### src/rtl/bcd_stopwatch.sv
// bcd_stopwatch
//   Four-digit BCD stopwatch (SS.hh, 00.00-99.99) driven by two raw
//   active-low push buttons. Feeds four 7-segment decoders directly.
//
//   Parameters
//     CLK_HZ      input clock frequency (integer multiple of TICK_HZ)
//     TICK_HZ     count rate; DIV = CLK_HZ/TICK_HZ must be >= 2
//     DEB_CYCLES  consecutive stable cycles needed to accept a key level
//
//   Ports
//     CLOCK_50     in   system clock, rising edge
//     rst_n        in   asynchronous active-low reset
//     key_start_n  in   raw start/stop button, low = pressed (async)
//     key_clear_n  in   raw clear button, low = pressed (async)
//     dig0..dig3   out  BCD hundredths, tenths, seconds units, seconds tens
//     running      out  high while the run-control FSM is in RUN
//     ovf          out  sticky wrap flag (99.99 -> 00.00), cleared by clear/reset
module bcd_stopwatch #(
  parameter int unsigned CLK_HZ     = 50_000_000,
  parameter int unsigned TICK_HZ    = 100,
  parameter int unsigned DEB_CYCLES = 500_000
) (
  input  logic       CLOCK_50,
  input  logic       rst_n,
  input  logic       key_start_n,
  input  logic       key_clear_n,
  output logic [3:0] dig0,
  output logic [3:0] dig1,
  output logic [3:0] dig2,
  output logic [3:0] dig3,
  output logic       running,
  output logic       ovf
);

  localparam int unsigned DIV   = CLK_HZ / TICK_HZ;
  localparam int unsigned DIV_W = (DIV > 1) ? $clog2(DIV) : 1;
  localparam int unsigned DEB_W = (DEB_CYCLES > 1) ? $clog2(DEB_CYCLES + 1) : 1;

  localparam logic [DIV_W-1:0] DIV_LAST = DIV_W'(DIV - 1);
  localparam logic [DEB_W-1:0] DEB_LAST = DEB_W'(DEB_CYCLES - 1);

  typedef enum logic [1:0] {
    S_IDLE,
    S_RUN,
    S_PAUSE
  } state_t;

  // Key bit 0 = start, bit 1 = clear.
  logic [1:0]             w_key_raw;
  logic [1:0]             r_sync1;
  logic [1:0]             r_sync2;
  logic [1:0]             r_acc;
  logic [1:0]             r_acc_d;
  logic [DEB_W-1:0]       r_deb_cnt [2];
  logic [1:0]             w_press;
  logic                   w_start_evt;
  logic                   w_clear_evt;

  state_t                 r_state;
  state_t                 w_state_nxt;
  logic                   r_running;

  logic [DIV_W-1:0]       r_pre;
  logic                   w_tick;

  logic [3:0][3:0]        r_dig;
  logic [3:0]             w_nine;
  logic [3:0]             w_inc;
  logic                   w_wrap;
  logic                   r_ovf;

  assign w_key_raw = {key_clear_n, key_start_n};

  // Two-flop synchronisers; idle (released) level is 1.
  always_ff @(posedge CLOCK_50 or negedge rst_n) begin
    if (!rst_n) begin
      r_sync1 <= '1;
      r_sync2 <= '1;
    end else begin
      r_sync1 <= w_key_raw;
      r_sync2 <= r_sync1;
    end
  end

  // Debounce: accept the synchronised level only after it has differed
  // from the accepted level for DEB_CYCLES consecutive cycles.
  always_ff @(posedge CLOCK_50 or negedge rst_n) begin
    if (!rst_n) begin
      r_acc   <= '1;
      r_acc_d <= '1;
      for (int unsigned k = 0; k < 2; k++) begin
        r_deb_cnt[k] <= '0;
      end
    end else begin
      r_acc_d <= r_acc;
      for (int unsigned k = 0; k < 2; k++) begin
        if (r_sync2[k] == r_acc[k]) begin
          r_deb_cnt[k] <= '0;
        end else if (r_deb_cnt[k] == DEB_LAST) begin
          r_acc[k]     <= r_sync2[k];
          r_deb_cnt[k] <= '0;
        end else begin
          r_deb_cnt[k] <= r_deb_cnt[k] + DEB_W'(1);
        end
      end
    end
  end

  // One-cycle pulse after the accepted level falls; releases produce nothing.
  assign w_press     = r_acc_d & ~r_acc;
  assign w_start_evt = w_press[0];
  assign w_clear_evt = w_press[1];

  always_ff @(posedge CLOCK_50 or negedge rst_n) begin
    if (!rst_n) begin
      r_state   <= S_IDLE;
      r_running <= 1'b0;
    end else begin
      r_state   <= w_state_nxt;
      r_running <= (w_state_nxt == S_RUN);
    end
  end

  always_comb begin
    w_state_nxt = r_state;
    if (w_clear_evt) begin
      w_state_nxt = S_IDLE;
    end else if (w_start_evt) begin
      case (r_state)
        S_IDLE:  w_state_nxt = S_RUN;
        S_RUN:   w_state_nxt = S_PAUSE;
        S_PAUSE: w_state_nxt = S_RUN;
        default: w_state_nxt = S_IDLE;
      endcase
    end
  end

  // Prescaler only advances in RUN, so PAUSE keeps the partial period.
  assign w_tick = (r_state == S_RUN) && (r_pre == DIV_LAST);

  always_ff @(posedge CLOCK_50 or negedge rst_n) begin
    if (!rst_n) begin
      r_pre <= '0;
    end else if (w_clear_evt) begin
      r_pre <= '0;
    end else if (r_state == S_RUN) begin
      r_pre <= w_tick ? '0 : r_pre + DIV_W'(1);
    end
  end

  // Carry into each digit computed from the lower digits directly rather
  // than rippling through a shared vector.
  always_comb begin
    w_nine = '0;
    for (int unsigned k = 0; k < 4; k++) begin
      w_nine[k] = (r_dig[k] == 4'd9);
    end
  end

  assign w_inc  = {w_tick & (&w_nine[2:0]),
                   w_tick & (&w_nine[1:0]),
                   w_tick & w_nine[0],
                   w_tick};
  assign w_wrap = w_tick & (&w_nine);

  always_ff @(posedge CLOCK_50 or negedge rst_n) begin
    if (!rst_n) begin
      r_dig <= '0;
      r_ovf <= 1'b0;
    end else if (w_clear_evt) begin
      r_dig <= '0;
      r_ovf <= 1'b0;
    end else begin
      for (int unsigned k = 0; k < 4; k++) begin
        if (w_inc[k]) begin
          r_dig[k] <= w_nine[k] ? 4'd0 : r_dig[k] + 4'd1;
        end
      end
      if (w_wrap) begin
        r_ovf <= 1'b1;
      end
    end
  end

  assign dig0    = r_dig[0];
  assign dig1    = r_dig[1];
  assign dig2    = r_dig[2];
  assign dig3    = r_dig[3];
  assign running = r_running;
  assign ovf     = r_ovf;

endmodule

### config.mk
export PLATFORM = sky130hd
export DESIGN_NAME = bcd_stopwatch
export DESIGN_NICKNAME = d
export VERILOG_FILES = /design/src/rtl/bcd_stopwatch.sv
export SDC_FILE = /design/constraint.sdc
export NUM_CORES = 1
export LEC_CHECK = 0
export CAP_MARGIN = 20
export CORE_UTILIZATION = 47
export CTS_BUF_LIST = sky130_fd_sc_hd__clkbuf_16
export CTS_CLUSTER_SIZE = 20
export DETAILED_ROUTE_END_ITERATION = 16
export GPL_TIMING_DRIVEN = 0
export PLACE_DENSITY = 0.73
export SYNTH_ARGS = -nofsm -noshare
export SYNTH_HDL_FRONTEND = slang
export SYNTH_SLANG_ARGS = --single-unit
### constraint.sdc
create_clock -name CLOCK_50 -period 3.2 [get_ports CLOCK_50]
set_clock_uncertainty 0.05 [all_clocks]
set_input_delay 0.48 -clock CLOCK_50 [delete_from_list [all_inputs] [get_ports CLOCK_50]]
set_output_delay 0.48 -clock CLOCK_50 [all_outputs]
set_load 0.01 [all_outputs]
[After elaboration in Yosys (flattened, before gate mapping)]
Cells that the tools add are included.
Operators by class
  add/subtract/negate cells: 7
  equal/unequal tests: 12
  muxes and demuxes: 21
  bitwise operators: 8
  reduce and logical (&&, ||, !) cells: 14
Operators with widths (count)
  19-bit 2-to-1 mux: 7
  19-bit by 1-bit adder with 19-bit output (second input constant): 3
  19-bit == test (second input constant): 3
  4-bit 2-to-1 mux: 8
  4-bit by 1-bit adder with 4-bit output (second input constant): 4
  4-bit == test (second input constant): 4
  16-bit 2-to-1 mux: 1
  2-bit nonzero test: 6
  2-bit AND reduction: 3
  1-bit bitwise AND: 4
  2-bit by 1-bit == test with 1-bit output (second input constant): 2
  2-bit 2-to-1 mux: 2
  2-bit one-hot mux with 2 select lines: 1
  4-bit AND reduction: 1
  3-bit AND reduction: 1
  2-bit bitwise AND: 1
  1-bit == test: 2
  2-bit == test (second input constant): 1
  2-bit logical NOT: 1
  1-bit 2-to-1 mux: 2
  1-bit inverter: 2
  2-bit inverter: 1
  2-bit OR reduction: 1
  1-bit logical AND: 1
Storage, ports and cells
  bits in registers: 85
  input port bits: 4
  output and inout port bits: 18
  logic and storage cells: 77

[Logic depth before layout (Yosys ltp)]
  depth after elaboration: 6
  depth in mapped cells: 7
  mapped depth without buffers: 6

[Worst setup path before layout]
No wires, ideal clock.
  path kind: flip-flop to flip-flop
  from: reg r_deb_cnt[11] (netlist bit)
  to: reg r_deb_cnt[7] (netlist bit)
  library setup time: 119 ps
  arrival: 1899 ps
  data required time: 3031 ps
  setup slack: 1133 ps
  stages on the path, launching flop included: 6
  path buffers: 1
  cells stage by stage: dfrtp_1 > or4_1 > or4_4 > o21ai_4 > buf_6 > nor2_1
On the way
  cells in the longest elaborated chain, start to end: 3
RTL lines
  start: declaration: line 54  | logic [DEB_W-1:0] r_deb_cnt [2];
  start signal: indexed assignment: line 103  | r_deb_cnt[k] <= r_deb_cnt[k] + DEB_W'(1);
  19-bit == test: line 99  | end else if (r_deb_cnt[k] == DEB_LAST) begin
  19-bit 2-to-1 mux: line 99
  19-bit 2-to-1 mux: line 97  | if (r_sync2[k] == r_acc[k]) begin
Every way passes these cells.
A chain may end at the register's enable or synchronous reset.

[Worst setup path after layout]
  from: reg r_deb_cnt[19] (netlist bit)
  to: reg r_deb_cnt[31] (netlist bit)
On the way
  cells in the longest elaborated chain, start to end: 3
RTL lines (line)
  19-bit by 1-bit adder with 19-bit output or 19-bit == test (tied branches): 103, 99
  19-bit 2-to-1 mux (*): 99
  19-bit 2-to-1 mux (*): 97
Every way passes the cells marked *; elsewhere a longest branch is shown, timed or not.

==> results.yml <==
hold_path:
  hold_path_startpoint: "r_sync1[1]$_DFF_PN1_"
  hold_end: "r_sync2[1]$_DFF_PN1_"
  min_path_type: "register to register"
  whs_path_depth: 0
global_routing:
  grt.overflow.total: 0
  busiest_layer: "met2"
  grt_util_all_layers_pct: 20.4
  grt_pass1_vias: 3458
  use_met3_pct: 3.23
  grt_max_degree: 66
  grt.met2_usage_pct: 33.8
  grt_pass1_wl_um: 16100
  grt_antenna_before_repair: 0
  met1_usage_pct: 27.2
placed_design:
  dp_hpwl_um: 6370
  dp_cells: 598
  gp_congestion: 0.872
  portBuffers: 21
critical_path:
  cp-end-kind: "register"
  r2r-end: "r_deb_cnt[31]$_DFF_PN0_"
  critPathMaxStageDelay_ns: 0.61
  crit_chain: "ha_1, nand4_1, nand3b_1, o31ai_2, clkbuf_1, nor2_1"
  start_kind: "register"
  crit_path_top_delay_cell: "o31ai_2"
  cp_max_fo: 10
  worst-path-buf-inv: 1
  r2r_setup_slack_ns: 0.79
  r2r_start: "r_deb_cnt[19]$_DFF_PN0_"
  rr_worst_depth: 6
  required_ns: 3.35
  cp.arrival_ns: 2.56
  critPathTopFamily: "simple AND/OR/NAND/NOR gates"
  path_class: "register to register"
routing:
  wl_per_cell_um: 14.9
  drc_errors: 0
  drt_iter0_markers: 200
  first_pass_iters: 5
  via_per_inst: 5.90
  vias: 3631
  routed_wl_um: 9150
  detail-route-antenna-nets: 0
power:
  p_per_area_nw_per_um2: 426
  ir_drop_mv: 0.341
  power_mw: 2.18
  leakage_nw: 2.07
layout:
  layout_common_cells: "dfrtp_1 (77), nor2_1 (50), nand2_1 (37)"
  area_growth_pct: 15.4
  final_nets: 514
  drive_gt1_share_pct: 8.13
  layout_commonest_cell: "dfrtp_1"
  antennaDiodeCount: 0
  stdcell_count: 615
sta:
  finalCritPeriodShare_pct: 75.3
  rsz0062_at_grt: "false"
  worstMarginPinSlew_ns: 0.702
  timing.fmax_mhz: 415
  setup-violations-final: 0
  slew_headroom_pct: 52.9
  fin_crit_ns: 2.41
  hold_viol: 0
  finalMaxSlewViolations: 0
  tns_ns: 0
synth:
  synth_cells: 465
  synth-seq-cells: 85
  yosysSeqAreaShare_pct: 48.1
  synth_edf_count: 0
  synthesis.nets: 480
  yosysUniqueCellTypes: 51
  syn_area_per_cell_sq_um: 9.55
  yosysWarnings: 0
  async_flop_share_pct: 100
  synth-main-ff-cell: "dfrtp_1"
  netlist_area_sq_um: 4440
cts:
  clock_latency_ns: 0.33
  clkTransAtPathRegs_ns: 0.06
  cts_buffers: 9
  holdBufCountCts: 1
  post_cts_resized: 0
  clockRootBuffer: "clkbuf_16"
  cts_tree: "done"
  htree_levels: 3
  cts.path.max_buffers: 2
  cts_setup_buffers: 0
  clock-sinks: 85
flow_run:
  cap_violations: 0
floorplanning:
  start_util_pct: 48.3
  die_x_um: 99.2
  die-area_sq_um: 9840
  die_h_um: 99.2
  io_pins: 22
  coreArea_sq_um: 9200
  num_rows: 35
status:
  status: "finished, final reports clean"
==> state kept, by name (all words and copies together), names as in the netlist, 2 cells and up <==
| register | cells |
|---|---|
| r_deb_cnt | 38 |
| r_pre | 19 |
| dig0 | 4 |
| dig1 | 4 |
| dig2 | 4 |
| dig3 | 4 |
| r_acc | 2 |
| r_acc_d | 2 |
| r_state | 2 |
| r_sync1 | 2 |
| r_sync2 | 2 |
==> kinds of logic after synthesis <==
group           Yosys count  share of synthesized area (%)
fa+ha+maj                11                           3.10
xor+xnor                 33                           6.51
simple gates            217                           26.2
compound gates           76                           11.1
buf+inv                  35                           3.15
flops                    85                           48.1
mux                       8                           1.86
==> worst max-delay path by stage <==
stage / startpoint / end / slack, ns / depth (start not counted)
2_1_floorplan: r_deb_cnt[11]$_DFF_PN0_ / r_deb_cnt[7]$_DFF_PN0_ / 1.13 / 5
3_3_place_gp: rst_n / r_deb_cnt[11]$_DFF_PN0_ / -1.46 / 1
3_5_place_dp: r_deb_cnt[19]$_DFF_PN0_ / r_deb_cnt[26]$_DFF_PN0_ / 0.76 / 6
4_1_cts: r_deb_cnt[19]$_DFF_PN0_ / r_deb_cnt[26]$_DFF_PN0_ / 0.74 / 6
5_1_grt: r_deb_cnt[19]$_DFF_PN0_ / r_deb_cnt[31]$_DFF_PN0_ / 0.51 / 6
6_report: r_deb_cnt[19]$_DFF_PN0_ / r_deb_cnt[31]$_DFF_PN0_ / 0.79 / 6
==> power breakdown <==
| part | internal (mW) | switching [mW] |
|---|---|---|
| combinational | 0.0162 | 0.0359 |
| clock | 0.609 | 0.430 |
| sequential | 1.09 | 0.00740 |
| total | 1.71 | 0.474 |
==> worst register-to-register path: stages, from the launching register on <==
cell	delay, ns
dfrtp_1	0.38
ha_1	0.21
nand4_1	0.24
nand3b_1	0.29
o31ai_2	0.61
clkbuf_1	0.40
nor2_1	0.10
==> per-layer routing <==
metal / part of all wire [%] / routed length [um] / up-vias
met5: 0 / 0 / -
met1: 48 / 4370 / 1769
met3: 3.2 / 292 / 13
li1: - / - / 1769
met2: 48 / 4350 / 80
met4: 1.5 / 138 / 0
==> final cells by class <==
type | instances | area [sq um]
fillers | 804 | 4070
multi-input cells | 345 | 2160
flip-flops and latches | 85 | 2140
repair buffers | 23 | 245
clock buffers | 9 | 225
well taps | 111 | 139
plain buffers | 19 | 80.1
clock inverters | 7 | 73.8
inverters | 16 | 60.1
==> synthesized netlist by cell type (all sizes together) (6+ instances only) <==
master / number / area, sq um
o31ai: 14 / 110
clkbuf: 17 / 63.8
xor2: 7 / 61.3
ha: 11 / 138
or3: 13 / 81.3
mux2i: 6 / 60.1
nand2: 37 / 139
nor2: 50 / 188
xnor2: 26 / 228
nand3: 25 / 125
dfrtp: 77 / 1930
nor4: 12 / 75.1
o21ai: 17 / 96.4
or4: 16 / 124
inv: 16 / 60.1
dfstp: 8 / 210
nand4: 11 / 75.1
nor3: 17 / 85.1
a21oi: 26 / 130
==> per-stage QoR <==
step	hold slack, ns	setup WS, ns	util (%)	instance area (sq um)
after global placement	0.300	-1.46	52.1	4790
after floorplan	0.134	1.13	-	4440
after global routing	0.310	0.510	55.7	5120
after CTS	0.308	0.744	55.7	5120
after detailed placement	0.298	0.759	52.4	4820
final	0.307	0.791	55.7	5120
Note: power is estimated with default switching activity, not from simulation.
